==> src/rtl/im_boot_loader.sv <==
// Boot loader: length-prefixed byte stream to instruction memory; holds core in reset.
// Optional trailing XOR checksum byte enabled by IM_LOADER_CHECKSUM_EN.
module im_boot_loader #(
  parameter int DEPTH  = 1024,
  parameter int ADDR_W = 10
) (
  input  logic              clk,
  input  logic              rst,
  input  logic              rx_valid,
  input  logic [7:0]        rx_data,
  output logic              rx_ready,
  input  logic              reload,
  output logic              im_we,
  output logic [ADDR_W-1:0] im_addr,
  output logic [31:0]       im_wdata,
  output logic              cpu_rst,
  output logic              done,
  output logic              err
);

  typedef enum logic [2:0] {
    LEN_HI,
    LEN_LO,
    DATA,
`ifdef IM_LOADER_CHECKSUM_EN
    CSUM,
    HALT,
`endif
    DONE
  } state_t;

  localparam logic [16:0] DEPTH_L = 17'(DEPTH);

  state_t      state;
  logic [1:0]  lane;
  logic [15:0] wcnt;
  logic [15:0] nwords;
  logic [23:0] shreg;
  logic        acc;
  logic        last_word;
  logic [15:0] n_len;
  logic [31:0] word;
`ifdef IM_LOADER_CHECKSUM_EN
  logic [7:0]  csum;
`endif

  always_comb begin
    rx_ready = (state == LEN_HI) || (state == LEN_LO) ||
               (state == DATA);
`ifdef IM_LOADER_CHECKSUM_EN
    if (state == CSUM) rx_ready = 1'b1;
`endif
  end

  assign acc       = rx_valid && rx_ready;
  assign n_len     = {nwords[15:8], rx_data};
  assign word      = {shreg, rx_data};
  assign last_word = (wcnt == nwords - 16'd1);

  always_ff @(posedge clk) begin
    if (rst) begin
      state    <= LEN_HI;
      lane     <= 2'd0;
      wcnt     <= 16'd0;
      nwords   <= 16'd0;
      shreg    <= 24'd0;
      im_we    <= 1'b0;
      im_addr  <= '0;
      im_wdata <= 32'd0;
      cpu_rst  <= 1'b1;
      done     <= 1'b0;
      err      <= 1'b0;
`ifdef IM_LOADER_CHECKSUM_EN
      csum     <= 8'd0;
`endif
    end else begin
      im_we <= 1'b0;
      if (reload) begin
        // a byte accepted in the same cycle is dropped
        state   <= LEN_HI;
        lane    <= 2'd0;
        wcnt    <= 16'd0;
        err     <= 1'b0;
        cpu_rst <= 1'b1;
        done    <= 1'b0;
      end else begin
        case (state)
          LEN_HI: begin
            if (acc) begin
              nwords[15:8] <= rx_data;
              state        <= LEN_LO;
            end
          end
          LEN_LO: begin
            if (acc) begin
              nwords <= n_len;
              wcnt   <= 16'd0;
              lane   <= 2'd0;
`ifdef IM_LOADER_CHECKSUM_EN
              csum   <= 8'd0;
`endif
              if ({1'b0, n_len} > DEPTH_L) err <= 1'b1;
              if (n_len != 16'd0) state <= DATA;
`ifdef IM_LOADER_CHECKSUM_EN
              else state <= CSUM;
`else
              else state <= DONE;
`endif
            end
          end
          DATA: begin
            if (acc) begin
              lane  <= lane + 2'd1;
              shreg <= word[23:0];
`ifdef IM_LOADER_CHECKSUM_EN
              csum  <= csum ^ rx_data;
`endif
              if (lane == 2'd3) begin
                // words beyond memory depth are consumed silently
                if ({1'b0, wcnt} < DEPTH_L) begin
                  im_we    <= 1'b1;
                  im_addr  <= wcnt[ADDR_W-1:0];
                  im_wdata <= word;
                end
                wcnt <= wcnt + 16'd1;
`ifdef IM_LOADER_CHECKSUM_EN
                if (last_word) state <= CSUM;
`else
                if (last_word) state <= DONE;
`endif
              end
            end
          end
`ifdef IM_LOADER_CHECKSUM_EN
          CSUM: begin
            if (acc) begin
              if (rx_data == csum) begin
                state <= DONE;
              end else begin
                state <= HALT;
                err   <= 1'b1;
              end
            end
          end
          HALT: begin
            cpu_rst <= 1'b1;
            done    <= 1'b0;
          end
`endif
          DONE: begin
            done    <= 1'b1;
            cpu_rst <= 1'b0;
          end
          default: state <= LEN_HI;
        endcase
      end
    end
  end

endmodule
==> config.mk <==
export PLATFORM = sky130hd
export DESIGN_NAME = im_boot_loader
export DESIGN_NICKNAME = d
export VERILOG_FILES = /design/src/rtl/im_boot_loader.sv
export SDC_FILE = /design/constraint.sdc
export NUM_CORES = 1
export LEC_CHECK = 0
export CAP_MARGIN = 25
export CORE_ASPECT_RATIO = 0.6
export CORE_MARGIN = 4
export CORE_UTILIZATION = 50
export CTS_BUF_LIST = sky130_fd_sc_hd__clkbuf_4 sky130_fd_sc_hd__clkbuf_8 sky130_fd_sc_hd__clkbuf_16
export DETAILED_ROUTE_END_ITERATION = 16
export DONT_BUFFER_PORTS = 1
export GPL_TIMING_DRIVEN = 1
export PLACE_DENSITY = 0.69
export SYNTH_ARGS = -nofsm -noshare
export SYNTH_HDL_FRONTEND = slang
export SYNTH_SLANG_ARGS = --single-unit
==> constraint.sdc <==
create_clock -name clk -period 2.12 [get_ports clk]
set_input_delay 0.424 -clock clk [delete_from_list [all_inputs] [get_ports clk]]
set_output_delay 0.424 -clock clk [all_outputs]
set_load 0.03 [all_outputs]
* Word level (Yosys, flattened, before mapping)
Index checks and enable logic that the tools add are counted.
** Operators by class
- $add $sub $neg :: 3
- Order comparisons :: 2
- Equality and inequality tests :: 10
- Mux-type cells :: 17
- Bitwise operators :: 6
- Reductions and logical operators :: 16
** Operator list (number)
- 2-to-1 mux 16 bit :: 3
- case mux 16 bit (2 select lines) :: 1
- adder 16 x 1 -> 16 bit, second input constant :: 1
- == test 16 bit :: 1
- > comparator 16 x 11 -> 1 bit, second input constant :: 1
- < comparator 16 x 11 -> 1 bit, second input constant :: 1
- case mux 8 bit (2 select lines) :: 1
- nonzero test 16 bit :: 1
- subtractor 16 x 1 -> 16 bit, second input constant :: 1
- 2-to-1 mux 3 bit :: 5
- case mux 3 bit (4 select lines) :: 1
- AND reduction 3 bit :: 4
- 2-to-1 mux 8 bit :: 1
- inequality test 2 bit, second input constant :: 4
- AND reduction 4 bit :: 2
- == test 3 x 2 -> 1 bit, second input constant :: 2
- inverter 1 bit :: 6
- AND reduction 6 bit :: 1
- AND reduction 5 bit :: 1
- OR reduction 5 bit :: 1
- 2-to-1 mux 2 bit :: 2
- case mux 2 bit (2 select lines) :: 1
- == test 3 x 1 -> 1 bit, second input constant :: 1
- zero test 3 bit :: 1
- other kinds (8) :: 10
** Word-level totals
- Flip-flop bits (word level) :: 107
- Input port bits :: 12
- Output and inout bits :: 47
- Logic and storage cells :: 66

* Depth between registers and ports, before layout
Gate-level depths: netlist of the first run.
- Depth after elaboration :: 6
- Depth in mapped cells :: 10
- Gate-level depth less buffers :: 9

* Least setup slack after synthesis of the first run
OpenSTA, ideal clock, no wires.
- Path type :: flip-flop to flip-flop
- From :: register nwords[8]
- To :: register state[0]
- Setup time :: 0.072 ns
- Arrival :: 2.196 ns
- Data required time :: 2.048 ns
- Path slack :: -0.148 ns
- Cell stages (with the launch flop) :: 9
- Buffers on the path :: 1
- Clock period less this slack :: 2.268 ns
- Cells stage by stage :: dfxtp_1 -> buf_6 -> nor4_1 -> and2b_1 -> or4b_1 -> xnor2_1 -> a211o_2 -> o31ai_4 -> mux2i_1
** On the way
- Word-level cells in the longest chain between the ends :: 4
- Elaborated cells on any way between the ends :: 8
- Those cells by class :: 1 x add/sub; 2 x eq/ne; 3 x mux; 2 x reduce/logical
** RTL lines
- start: declaration :: RTL line 37 : logic [15:0] nwords;
- start signal: assignment :: RTL line 90 : nwords[15:8] <= rx_data;
- start signal: assignment :: RTL line 96 : nwords <= n_len;
- subtractor 16 x 1 -> 16 bit / nonzero test 16 bit (equally long branches) :: RTL line 58, 103
- == test 16 bit / 2-to-1 mux 1 bit (equally long branches) :: RTL line 58, 103
- inequality test 2 bit (no source line) / 2-to-1 mux 3 bit (equally long branches)
- AND reduction 6 bit (no source line) / case mux 3 bit (4 select lines) (equally long branches)
- end signal: assignment :: RTL line 62 : state <= LEN_HI;
- end signal: assignment :: RTL line 80 : state <= LEN_HI;
- end signal: assignment :: RTL line 91 : state <= LEN_LO;
- end: declaration :: RTL line 34 : state_t state;
Parallel ways exist; a longest one is shown, timed or not. The select of a mux whose other input is x is not followed.
A chain may end at the register's enable or synchronous reset.

* Worst setup path in the final report of the first run
- From :: register state[0]
- To :: register wcnt[5]
** On the way
- Word-level cells in the longest chain between the ends :: 6
- Elaborated cells on any way between the ends :: 12
- Those cells by class :: 5 x eq/ne; 1 x mux; 6 x reduce/logical
** RTL lines
- == test 3 x 1 -> 1 bit / zero test 3 bit (equally long branches) :: RTL line 48, 87
- logical OR 1 bit (2 in a row) :: RTL line 48 : rx_ready = (state == LEN_HI) || (state == LEN_LO) ||
- logical AND 1 bit :: RTL line 55 : assign acc = rx_valid && rx_ready;
- inequality test 2 bit (no source line)
- AND reduction 4 bit (no source line)
- end signal: assignment :: RTL line 125 : wcnt <= wcnt + 16'd1;
- end: declaration :: RTL line 36 : logic [15:0] wcnt;
Parallel ways exist; a longest one is shown, timed or not.

==> results of run 1 <==
[cells in the mapped netlist (2+ instances only)]
master	n
nand2_1	166
dfxtp_1	106
a21oi_1	82
nor2_1	38
clkbuf_1	32
xor2_1	18
xnor2_1	14
mux2i_1	12
nand3_1	11
ha_1	8
inv_1	8
nand4_1	7
o21ai_0	7
nor3_1	6
a31oi_1	4
nor4_1	4
buf_2	3
nand3b_1	3
or2_2	3
and3_1	2
mux2_2	2
nand2b_1	2
nor4_4	2
o31ai_1	2
[through the flow]
stage	worst slack, ps	instances	area, um^2	hold slack [ps]
floorplan	-64.3	566	4590	432
global placement	-126	692	4980	435
detailed placement	-187	692	4980	440
CTS	-131	710	5310	120
global route	-224	713	5440	122
finish	-116	713	5440	133
[what timing repair did]
action | 4_1_cts | 5_1_grt
setup buffers | 2 | 2
resized for setup | 11 | 25
pin swaps | 2 | 5
cloned | 0 | 1
endpoints found under the setup margin | 8 | 55
[layer usage]
layer | vias to the layer above | GRT usage | part of all wire
met4 | 0 | 0.0577 | 0.013
met2 | 142 | 0.322 | 0.41
met3 | 15 | 0.0747 | 0.097
li1 | 1940 | - | -
met1 | 1872 | 0.312 | 0.48
met5 | - | 0 | 0
[worst max path at each step]
stage                                      start                     to  slack [ps]  cells past startpoint
after floorplan           nwords[3]$_SDFFE_PP0P_  state[0]$_SDFFE_PP0P_         -60                      7
after global placement     state[1]$_SDFFE_PP0P_  state[1]$_SDFFE_PP0P_        -130                      9
after detailed placement  nwords[0]$_SDFFE_PP0P_  state[0]$_SDFFE_PP0P_        -190                      9
after CTS                 nwords[8]$_SDFFE_PP0P_  state[0]$_SDFFE_PP0P_        -130                      7
after global routing       state[1]$_SDFFE_PP0P_  state[0]$_SDFFE_PP0P_        -220                      9
final                      state[0]$_SDFFE_PP0P_   wcnt[5]$_SDFFE_PP0P_        -120                      8
[worst reg2reg max path, stage by stage, from the launching register on]
cell,delay (ps)
dfxtp_4,370
inv_2,50
ha_4,160
nor2b_2,170
a2111oi_4,440
nand4_1,290
buf_4,230
or3_4,340
a21oi_2,130
[registers in the layout (all words and copies together), names as in the netlist]
name / flops
im_wdata: 32
shreg: 24
nwords: 16
wcnt: 16
im_addr: 10
lane: 2
state: 2
cpu_rst: 1
done: 1
err: 1
im_we: 1
[final cells by class]
type	instances	area, um^2	area share
inverters	8	32.5	0.00598
well taps	112	140	0.0258
multi-input cells	415	2400	0.440
flip-flops and latches	106	2130	0.392
clock inverters	5	37.5	0.00690
repair buffers	56	454	0.0835
clock buffers	11	246	0.0453
[cells in the final DEF, fill, tap and decap left out, types with 5 or more instances in the layout]
cell type,count
inv_1,5
dfxtp_1,100
buf_4,53
nand2_1,165
a21oi_1,80
nand3_1,9
xnor2_1,14
nand4_1,7
clkbuf_16,10
o21ai_0,6
mux2i_1,12
xor2_1,18
nor2_1,36
[where the power goes]
part	switching [mW]	internal (mW)	leakage, nW
clock	0.751	0.851	0.141
combinational	0.136	0.156	0.992
sequential	0.0160	2.00	0.858
total	0.903	3.01	1.99
[cell families (layout without fill, tap and decap cells)]
kind of cell / count (synthesis) / after routing / share of synthesized area
AO/OA/AOI/OAI: 104 / 104 / 0.130
XOR/XNOR: 33 / 33 / 0.0649
adder cells (fa/ha/maj): 8 / 8 / 0.0219
buffers and inverters: 45 / 80 / 0.0394
flip-flops: 106 / 106 / 0.464
multiplexers: 14 / 14 / 0.0312
AND/OR/NAND/NOR: 256 / 256 / 0.248
==> impl_metrics.ini, run 1 <==
[status]
status = finished, violations left
violations = setup timing

[yosys]
synthFlopType = dfxtp_1
synth_area_per_cell_um2 = 8.07
synth_top_cell_area_share = 0.464
syn-num-nets = 586
ys_seq_area_frac = 0.464
yosysWarnings = 0
async_flop_share = 0
synth_top_cell_by_area = dfxtp_1
synth.cell_area_mm2 = 0.00457
syn-instance-count = 566
synth_cell_types = 48
synth.area.top_cells = dfxtp_1, nand2_1, a21oi_1
synth.ff_latch_count = 106
synth_edf_count = 0

[layout]
antennaDiodeCount = 0
layout-drive-gt1-share = 0.195
nNetsFinal = 616
n_fill_cell = 736
final_util = 0.626
syn_to_final_growth_pct = 19.1

[sta]
worst_slack_ps = -116
slew_headroom = 0.641
tightest_slew_ps = 537
final-setup-viol-count = 6
finalMaxSlewViolations = 0
skew_ps = 5.24
post-route-period-util = 1.05
post-route-min-period_ps = 2240
timing.fmax_mhz = 447
tns_ps = -520
rsz0062_at_grt = yes
hold_viol = 0

[detailed_routing]
first_iter_violations = 402
vias_per_cell = 5.57
firstDrtPassIters = 5
routed_wirelength_um = 11800
wl_per_cell_um = 16.5
antenna_left = 0
drc = 0
via_count = 3969

[floorplan]
io_pins = 59
start_util = 0.526
die-area_mm2 = 0.0108
die_w_um = 131
rows = 26
core-area_mm2 = 0.00869
die_h_um = 82.1

[worst_setup_path]
critPathKind = reg -> reg
worst-path-buf-inv = 2
cp_slowest_cell = a2111oi_4
cp-end-kind = flop
slowest_delay_ps = 440
timing.rr.end = wcnt[5]$_SDFFE_PP0P_
r2r_cells = 8
crit_chain = inv_2, ha_4, nor2b_2, a2111oi_4, nand4_1, buf_4, or3_4, a21oi_2
r2r_start = state[0]$_SDFFE_PP0P_
crit_arrival_ps = 2520
worst_setup_path_start_kind = flop
crit_required_ps = 2400
crit_family = simple AND/OR/NAND/NOR gates
cp_max_fo = 4
r2r_slack_ps = -120

[hold_path]
min_to = im_wdata[7]$_SDFFE_PP0P_
min-delay-start = rst
hp-class = in -> reg
hold_depth = 1

[cts]
htreeDepth = 3
clock-sinks = 106
clockRootBuffer = clkbuf_16
clk_latency_ps = 350
holdBufCountCts = 0
cts_buffer_depth = 2
cts_buffers = 9
cts_tree = yes
path_clk_slew_ps = 70

[grt]
grt_pass1_wl_um = 18900
antenna_found_initial = 0
grt_pass1_vias = 3680
grt-ovfl-total = 0
grtUsageTotal = 0.220
grt_max_degree = 86

[power]
totalPowerFinal_mw = 3.91
vdd_ir_drop_max_mv = 0.391
p_leak_nw = 1.99
power_density_mw_per_mm2 = 719

[placement]
gp_congestion = 0.859
io_buffers = 0
dp_hpwl_um = 8230

[flow_run]
maxCapViolations = 0
(Power assumes the default switching activity.)
==> run 2: changes to the inputs <==
Clock period 2.12 ns to 1.9 ns, I/O delays scaled along.
==> run 2 against run 1 <==
  * The run still ends with setup timing left
  * Final area is 5.9% higher
  * Setup slack worse by 360 ps
  * Critical path type unchanged
  * Critical endpoint is now state[0]$_SDFFE_PP0P_
  * Wire length is 7.4% higher
  * Flip-flop and latch count stayed put
  * Sequential power is 11% higher
  * Register-to-register slack worse by 360 ps
  * Maximum frequency is 5.7% lower
==> impl_metrics.ini, run 2 (synthesis gave the netlist of run 1 again) <==
[detailed_routing]
vias_per_cell = 5.52
routed_wirelength_um = 12600
firstDrtPassIters = 5
drc = 0
first_iter_violations = 329
antenna_left = 0
via_count = 4075
wl_per_cell_um = 17.1

[grt]
grt_pass1_vias = 3753
grt_pass1_wl_um = 19300
grtUsageTotal = 0.227
grt_max_degree = 86
antenna_found_initial = 0
grt-ovfl-total = 0

[floorplan]
io_pins = 59
core-area_mm2 = 0.00869
die-area_mm2 = 0.0108
die_w_um = 131
start_util = 0.526
die_h_um = 82.1
rows = 26

[layout]
layout-drive-gt1-share = 0.238
top_register = im_wdata
final_cell_count_no_fill = 738
syn_to_final_growth_pct = 26.1
most-common-layout-cells = nand2_1, dfxtp_1, a21oi_1
seq_area_mm2 = 0.00214
antennaDiodeCount = 0
nNetsFinal = 641
largest_reg_flops = 32
multiInputGateArea_mm2 = 0.00244
top_regs = im_wdata x32, shreg x24
final_common_cell = nand2_1
n_fill_cell = 690

[cts]
cts_tree = yes
clockRootBuffer = clkbuf_16
htreeDepth = 3
cts_buffer_depth = 2
clock-sinks = 106
path_clk_slew_ps = 70
clk_latency_ps = 350
cts_buffers = 9

[placement]
gp_congestion = 0.852
io_buffers = 0
dp.cells = 708
dp_hpwl_um = 8700

[hold_path]
min-delay-start = rst
hp-class = in -> reg

[sta]
timing.fmax_mhz = 422
hold_viol = 0
skew_ps = 6.06
rsz0062_at_grt = yes
post-route-period-util = 1.25
slew_headroom = 0.727
final-setup-viol-count = 46
tightest_slew_ps = 404
finalMaxSlewViolations = 0
worst_slack_ps = -471
post-route-min-period_ps = 2370

[power]
p_leak_nw = 2.14
vdd_ir_drop_max_mv = 0.553
totalPowerFinal_mw = 4.49
power_density_mw_per_mm2 = 779

[worst_setup_path]
crit_arrival_ps = 2630
r2r_slack_ps = -470
endpoint = state[0]$_SDFFE_PP0P_
cp-end-kind = flop
crit_start = nwords[0]$_SDFFE_PP0P_
r2r_start = nwords[0]$_SDFFE_PP0P_
r2r_cells = 9
crit_required_ps = 2160
worst_setup_path_start_kind = flop
timing.rr.end = state[0]$_SDFFE_PP0P_
critPathKind = reg -> reg
cp_max_fo = 4

[status]
violations = setup timing
status = finished, violations left

[flow_run]
maxCapViolations = 0
==> run 2: timing repair <==
item	in CTS	in global routing
setup buffers	5	5
gates cloned	0	4
pin swaps	6	16
resized for setup	17	30
hold buffers	0	0
endpoints found under the setup margin	56	71
==> run 2: cell type report <==
type                       count  share of cell area
multi-input combinational    415               0.423
inverter                       8             0.00565
tap                          112              0.0243
timing repair buffer          81               0.125
clock inverter                 6              0.0109
sequential                   106               0.371
clock buffer                  10              0.0404
==> run 2: critical path: stages (launching register included) <==
cell	delay, ps
dfxtp_2	350
inv_2	80
ha_4	120
nor3b_4	270
nand2_2	120
xnor2_2	150
a221o_1	310
a211o_2	350
o31ai_4	280
mux2i_1	250
==> run 2: worst min path at each step <==
stage          cells after the start  slack (ps)                        end
4_1_cts                            1          80     nwords[3]$_SDFFE_PP0P_
3_3_place_gp                       2         440  im_wdata[24]$_SDFFE_PP0P_
2_1_floorplan                      2         430  im_wdata[24]$_SDFFE_PP0P_
6_report                           1         100   im_wdata[7]$_SDFFE_PP0P_
5_1_grt                            1          80     nwords[9]$_SDFFE_PP0P_
3_5_place_dp                       2         440  im_wdata[26]$_SDFFE_PP0P_
==> run 2: report_power, final <==
| part | switching (mW) | internal, mW |
|---|---|---|
| Clock | 0.837 | 1.04 |
| Combinational | 0.162 | 0.197 |
| Sequential | 0.0186 | 2.23 |
| Total | 1.02 | 3.47 |
==> run 2: per-layer routing <==
metal  global-route usage  part of all wire
met2                0.341              0.43
met4               0.0482            0.0071
met5                    0                 0
met3               0.0771             0.097
met1                0.319              0.47
==> run 2: through the flow <==
| step | TNS, ps | setup slack (ps) | instance area [um^2] | utilization | hold slack, ps |
|---|---|---|---|---|---|
| after floorplan | -826 | -284 | 4610 | - | 432 |
| after global placement | -5550 | -300 | 5130 | 0.590 | 437 |
| after detailed placement | -5010 | -515 | 5130 | 0.590 | 442 |
| after CTS | -3450 | -415 | 5510 | 0.635 | 84.1 |
| after global routing | -7990 | -536 | 5760 | 0.663 | 82.7 |
| final | -3630 | -471 | 5760 | 0.663 | 95.7 |
